**config.mk**
```make
export PLATFORM = sky130hd
export DESIGN_NAME = serial_addsub
export DESIGN_NICKNAME = d
export VERILOG_FILES = /design/src/rtl/serial_addsub.sv
export SDC_FILE = /design/constraint.sdc
export NUM_CORES = 1
export LEC_CHECK = 0
export BUFFER_PORTS_ARGS = -buffer_cell sky130_fd_sc_hd__buf_4
export CAP_MARGIN = 30
export CORE_ASPECT_RATIO = 1.25
export CORE_MARGIN = 2
export CORE_UTILIZATION = 45
export CTS_CLUSTER_DIAMETER = 200
export DETAILED_ROUTE_END_ITERATION = 8
export PLACE_DENSITY_LB_ADDON = 0.25
export SLEW_MARGIN = 10
export SYNTH_ARGS = -nofsm -noshare
export SYNTH_HDL_FRONTEND = slang
export SYNTH_SLANG_ARGS = --single-unit
```
**constraint.sdc**
```tcl
create_clock -name clk -period 3.81 [get_ports clk]
set_input_delay 0.5715 -clock clk [delete_from_list [all_inputs] [get_ports clk]]
set_output_delay 0.5715 -clock clk [all_outputs]
set_load 0.02 [all_outputs]
```
**src/rtl/serial_addsub.sv**
```systemverilog
// serial_addsub: digit-serial adder/subtractor.
// Each clock adds the low DIGIT bits of the operand registers through a DIGIT-bit
// ripple of full-adder cells. The carry between digits is held in a register.
// A full operation takes N = WIDTH/DIGIT RUN cycles. The controlling FSM talks to
// this block through a start/busy/done handshake.
// Ports:
//   clk    - rising-edge clock
//   rst_n  - asynchronous active-low reset
//   start  - operation request, accepted in IDLE or DONE
//   sub    - 0: a+b+c_in, 1: a-b-c_in (c_in is a borrow-in)
//   a, b   - WIDTH-bit operands, sampled on the accepting edge
//   c_in   - carry-in / borrow-in, sampled on the accepting edge
//   busy   - high while the operation is in RUN
//   done   - one-cycle pulse when sum/c_out/ovf have just been updated
//   sum    - WIDTH-bit result, held until the next completion
//   c_out  - carry out of the MSB (in sub mode, 1 = no borrow)
//   ovf    - signed overflow (carry into MSB xor carry out of MSB)
module serial_addsub #(
  parameter int WIDTH = 8,
  parameter int DIGIT = 1
) (
  input  logic             clk,
  input  logic             rst_n,
  input  logic             start,
  input  logic             sub,
  input  logic [WIDTH-1:0] a,
  input  logic [WIDTH-1:0] b,
  input  logic             c_in,
  output logic             busy,
  output logic             done,
  output logic [WIDTH-1:0] sum,
  output logic             c_out,
  output logic             ovf
);

  localparam int N  = WIDTH / DIGIT;
  localparam int CW = (N > 1) ? $clog2(N) : 1;
  localparam logic [CW-1:0] LAST = CW'(N - 1);

  if ((WIDTH % DIGIT) != 0 || WIDTH < 2) begin : g_param_check
    $error("serial_addsub: WIDTH must be >= 2 and a multiple of DIGIT");
  end

  typedef enum logic [1:0] {
    IDLE = 2'd0,
    RUN  = 2'd1,
    DONE = 2'd2
  } state_t;

  state_t           state_r;
  // a_r doubles as the result shift register: result digits enter at the top
  // while operand digits leave at the bottom. After N shifts it holds the sum.
  logic [WIDTH-1:0] a_r;
  logic [WIDTH-1:0] b_r;
  logic             carry_r;
  logic [CW-1:0]    cnt_r;

  logic [DIGIT:0]   chain_s;
  logic [DIGIT-1:0] dsum_s;
  logic [WIDTH-1:0] a_next_s;

  // Single full-adder cell: returns {carry_out, sum_bit}.
  function automatic logic [1:0] full_add(input logic x, input logic y, input logic ci);
    full_add = {(x & y) | (x & ci) | (y & ci), x ^ y ^ ci};
  endfunction

  // Ripple of DIGIT full-adder cells over the current low digit.
  always_comb begin
    chain_s    = '0;
    dsum_s     = '0;
    chain_s[0] = carry_r;
    for (int i = 0; i < DIGIT; i++) begin
      {chain_s[i+1], dsum_s[i]} = full_add(a_r[i], b_r[i], chain_s[i]);
    end
  end

  // The new digit enters at the top and the consumed digit drops off the bottom.
  always_comb begin
    a_next_s = WIDTH'({dsum_s, a_r} >> DIGIT);
  end

  // Control FSM, datapath registers and registered outputs.
  always_ff @(posedge clk or negedge rst_n) begin
    if (!rst_n) begin
      state_r <= IDLE;
      a_r     <= '0;
      b_r     <= '0;
      carry_r <= 1'b0;
      cnt_r   <= '0;
      busy    <= 1'b0;
      done    <= 1'b0;
      sum     <= '0;
      c_out   <= 1'b0;
      ovf     <= 1'b0;
    end else begin
      case (state_r)
        IDLE, DONE: begin
          done <= 1'b0;
          if (start) begin
            // Subtraction is a + ~b + ~borrow; c_out then means "no borrow".
            a_r     <= a;
            b_r     <= sub ? ~b : b;
            carry_r <= sub ? ~c_in : c_in;
            cnt_r   <= '0;
            busy    <= 1'b1;
            state_r <= RUN;
          end else begin
            busy    <= 1'b0;
            state_r <= IDLE;
          end
        end
        RUN: begin
          a_r     <= a_next_s;
          b_r     <= b_r >> DIGIT;
          carry_r <= chain_s[DIGIT];
          cnt_r   <= cnt_r + CW'(1);
          if (cnt_r == LAST) begin
            // The outputs change only here, so partial results are never visible.
            sum     <= a_next_s;
            c_out   <= chain_s[DIGIT];
            ovf     <= chain_s[DIGIT-1] ^ chain_s[DIGIT];
            done    <= 1'b1;
            busy    <= 1'b0;
            state_r <= DONE;
          end else begin
            done    <= 1'b0;
            busy    <= 1'b1;
            state_r <= RUN;
          end
        end
        default: begin
          busy    <= 1'b0;
          done    <= 1'b0;
          state_r <= IDLE;
        end
      endcase
    end
  end

endmodule
```
==> run_summary.xml <==
<?xml version="1.0" encoding="UTF-8"?>
<metrics>
  <group name="cts">
    <metric name="cts_tree" unit="">yes</metric>
    <metric name="clk-insertion-delay-late" unit="ps">290</metric>
    <metric name="clock-sinks" unit="">33</metric>
    <metric name="cts_repair_resize_count" unit="">0</metric>
    <metric name="ctsRootBufferMaster" unit="">sky130_fd_sc_hd__clkbuf_8</metric>
    <metric name="clkSlewWorstSetupHoldPaths" unit="ps">70</metric>
    <metric name="cts-hold-fix-buffers" unit="">0</metric>
    <metric name="htree_num_levels" unit="">2</metric>
    <metric name="cts-root-to-sink-buffers" unit="">2</metric>
    <metric name="cts.repair_timing.setup_buffer_count" unit="">0</metric>
    <metric name="number_of_buffers_inserted_during_clock_tree_synthesis" unit="">5</metric>
  </group>
  <group name="yosys">
    <metric name="async_flop_share" unit="%">100</metric>
    <metric name="synth_enable_flop_cells" unit="">0</metric>
    <metric name="synth_cells" unit="">110</metric>
    <metric name="post-synth-top-count-cell" unit="">sky130_fd_sc_hd__dfrtp_1</metric>
    <metric name="yosys_most_used_dff" unit="">sky130_fd_sc_hd__dfrtp_1</metric>
    <metric name="post-synth-top-area-fraction" unit="%">57.2</metric>
    <metric name="post_synth_num_cell_types" unit="">22</metric>
    <metric name="synth_area_leader" unit="">sky130_fd_sc_hd__dfrtp_1</metric>
    <metric name="synth.yosys.seq_area_share" unit="%">57.2</metric>
    <metric name="mappedNetlistNets" unit="">134</metric>
    <metric name="ys.warnings.count" unit="">0</metric>
    <metric name="post_synth_instance_area" unit="sq mm">0.00144</metric>
    <metric name="synth_top_cells_by_area" unit="">sky130_fd_sc_hd__dfrtp_1 (57%), sky130_fd_sc_hd__mux2_2 (7.8%), sky130_fd_sc_hd__a22o_1 (6.7%), sky130_fd_sc_hd__a221o_1 (5.5%), sky130_fd_sc_hd__xnor2_1 (5.5%)</metric>
    <metric name="syn-mean-instance-area" unit="sq um">13.1</metric>
    <metric name="postSynthRegisterBits" unit="">33</metric>
    <metric name="yosys-top-cells-count" unit="">sky130_fd_sc_hd__dfrtp_1 (33), sky130_fd_sc_hd__a22o_1 (11), sky130_fd_sc_hd__mux2_2 (10)</metric>
  </group>
  <group name="routing">
    <metric name="detail_route.iter0.violations" unit="">24</metric>
    <metric name="drt_first_pass_iters" unit="">4</metric>
    <metric name="route.detailed.vias_per_inst" unit="">5.34</metric>
    <metric name="drc_errors" unit="">0</metric>
    <metric name="ant_nets" unit="">0</metric>
    <metric name="wl_per_cell" unit="um">15.2</metric>
    <metric name="final_wirelength" unit="um">2720</metric>
    <metric name="num_vias" unit="">955</metric>
  </group>
  <group name="placed_design">
    <metric name="dp_slack" unit="ps">1780</metric>
    <metric name="portBuffers" unit="">32</metric>
    <metric name="hpwl" unit="um">1810</metric>
    <metric name="place.gp.congestion" unit="">0.748</metric>
  </group>
  <group name="hold_path">
    <metric name="hold_path_class" unit="">input port to asynchronous set/reset pin</metric>
  </group>
  <group name="timing">
    <metric name="setup_tns" unit="ps">0</metric>
    <metric name="layout_min_cycle_time" unit="ps">1900</metric>
    <metric name="tightest_slew" unit="ps">794</metric>
    <metric name="timing.fmax" unit="MHz">526</metric>
    <metric name="relative_slew_margins" unit="%">47.0</metric>
    <metric name="hold_viol" unit="">0</metric>
    <metric name="worst_setup_slack_final" unit="ps">1910</metric>
    <metric name="timing.hold.ws" unit="ps">207</metric>
    <metric name="setup_repair_after_global_routing_missed_its_margin" unit="">false</metric>
    <metric name="layout_worst_path_cycle_share" unit="%">49.9</metric>
    <metric name="slew_violations" unit="">0</metric>
    <metric name="finalClockSkew" unit="ps">8.85</metric>
    <metric name="finalSetupViolations" unit="">0</metric>
  </group>
  <group name="critical_path">
    <metric name="worst-setup-path-type" unit="">flop to flop</metric>
    <metric name="startpoint_type" unit="">flop</metric>
    <metric name="timing.critical_path.required" unit="ps">4030</metric>
    <metric name="timing.critical_path.to_type" unit="">flop</metric>
    <metric name="critical_path_peak_fanout" unit="">21</metric>
    <metric name="arrival_time_of_data_at_the_critical_path_endpoint" unit="ps">2120</metric>
  </group>
  <group name="floorplanning">
    <metric name="die_y" unit="um">67.3</metric>
    <metric name="die_w" unit="um">54.7</metric>
    <metric name="initial_core_util" unit="%">46.0</metric>
    <metric name="fp-row-count" unit="">23</metric>
    <metric name="boundaryPins" unit="">33</metric>
    <metric name="core_area" unit="sq mm">0.00314</metric>
    <metric name="fp.dieArea" unit="sq mm">0.00368</metric>
  </group>
  <group name="run_status">
    <metric name="run_status" unit="">complete, no violations</metric>
  </group>
  <group name="global_routing">
    <metric name="first_global_vias" unit="">967</metric>
    <metric name="global_route.usage.total" unit="%">16.8</metric>
    <metric name="pin_count_of_the_biggest_net_entering_global_routing" unit="">34</metric>
    <metric name="antenna_violations_before_repair" unit="">0</metric>
    <metric name="grt_pass1_wl" unit="um">4280</metric>
    <metric name="grt_remaining_overflow" unit="">0</metric>
  </group>
  <group name="layout">
    <metric name="post-route-util" unit="%">56.3</metric>
    <metric name="layout.nets" unit="">165</metric>
    <metric name="fillCellCount" unit="">286</metric>
    <metric name="layout-area-overhead-vs-synth" unit="%">22.3</metric>
    <metric name="post_route_cells_drive_above_1_share" unit="%">35.2</metric>
    <metric name="insertedDiodeCount" unit="">0</metric>
  </group>
  <group name="power_and_ir_drop">
    <metric name="finalPower" unit="uW">1530</metric>
    <metric name="power.static_leakage" unit="uW">0.000892</metric>
    <metric name="vdd_drop_max" unit="V">0.000376</metric>
    <metric name="powerDensity" unit="mW/mm^2">865</metric>
  </group>
  <group name="run">
    <metric name="cap_viol_max_count" unit="">0</metric>
  </group>
</metrics>
-- power breakdown --
part | internal [uW] | switching [uW]
clock network | 126 | 127
logic | 336 | 309
registers | 518 | 109
total | 981 | 546
-- metrics by stage --
stage	cell area (sq um)	instances
finish	1770	179
CTS	1770	179
global placement	1680	171
global route	1770	179
detailed placement	1680	171
floorplan	1440	110
-- layer usage --
layer  track usage, %  vias up  wire length, um
met4             7.50        0               27
met3             7.30        2              167
met5                0        -                0
met1             19.3      466             1160
met2             26.6       35             1370
li1                 -      452                -
-- worst max-delay path, stage by stage (launching register included) --
cell and delay [ps]:
sky130_fd_sc_hd__dfrtp_1 410, sky130_fd_sc_hd__and2b_1 420, sky130_fd_sc_hd__nor2_2 730, sky130_fd_sc_hd__mux2_2 280
-- cell type report --
class	count	area [sq um]	share of cell area [%]
Sequential cell	33	826	46.8
Multi-Input combinational cell	66	559	31.7
Timing Repair Buffer	32	240	13.6
Clock buffer	6	72.6	4.11
Tap cell	37	46.3	2.62
Inverter	3	11.3	0.638
Clock inverter	2	10.0	0.567
-- path summary, 6_finish.rpt --
path | from | end | slack, ps | cells after the start
hold reg to reg | ovf | ovf | 500 | 2
min in group clk | ovf | ovf | 500 | 2
setup / recovery | state_r[0] | cnt_r[0] | 1910 | 3
max in group asynchronous | rst_n | state_r[0] | 3290 | 1
hold / removal | rst_n | a_r[6] | 210 | 1
setup reg to reg | state_r[0] | cnt_r[0] | 1910 | 3
-- registers in the layout, summed over array words and instances (netlist names) --
name	cells
sum	8
ovf	1
state_r	2
b_r	8
carry_r	1
cnt_r	3
done	1
a_r	8
c_out	1
-- cell usage in the layout, fill, tap and decap left out --
master and n:
sky130_fd_sc_hd__a21o_1 8, sky130_fd_sc_hd__a22o_1 11, sky130_fd_sc_hd__ha_1 2, sky130_fd_sc_hd__nand3b_1 1
sky130_fd_sc_hd__o21ai_0 2, sky130_fd_sc_hd__nand2_1 1, sky130_fd_sc_hd__nor2_1 8, sky130_fd_sc_hd__a221o_1 8
sky130_fd_sc_hd__inv_1 3, sky130_fd_sc_hd__xor2_1 1, sky130_fd_sc_hd__mux2_2 10, sky130_fd_sc_hd__dfrtp_1 33
sky130_fd_sc_hd__fa_1 1, sky130_fd_sc_hd__clkbuf_8 5, sky130_fd_sc_hd__clkinv_2 2, sky130_fd_sc_hd__nor2_2 1
sky130_fd_sc_hd__buf_4 32, sky130_fd_sc_hd__nand2b_1 1, sky130_fd_sc_hd__xnor2_1 9, sky130_fd_sc_hd__and2b_1 1
sky130_fd_sc_hd__clkbuf_1 1, sky130_fd_sc_hd__nor2b_1 1
-- cell families after synthesis --
family / share of synthesized area [%]
AO/OA/AOI/OAI: 17.1
XOR/XNOR: 6.07
adder cells (fa/ha/maj): 3.12
buffers and inverters: 4.07
flip-flops: 57.2
multiplexers: 7.80
AND/OR/NAND/NOR: 4.68
Power figures use the tool's default switching activity.
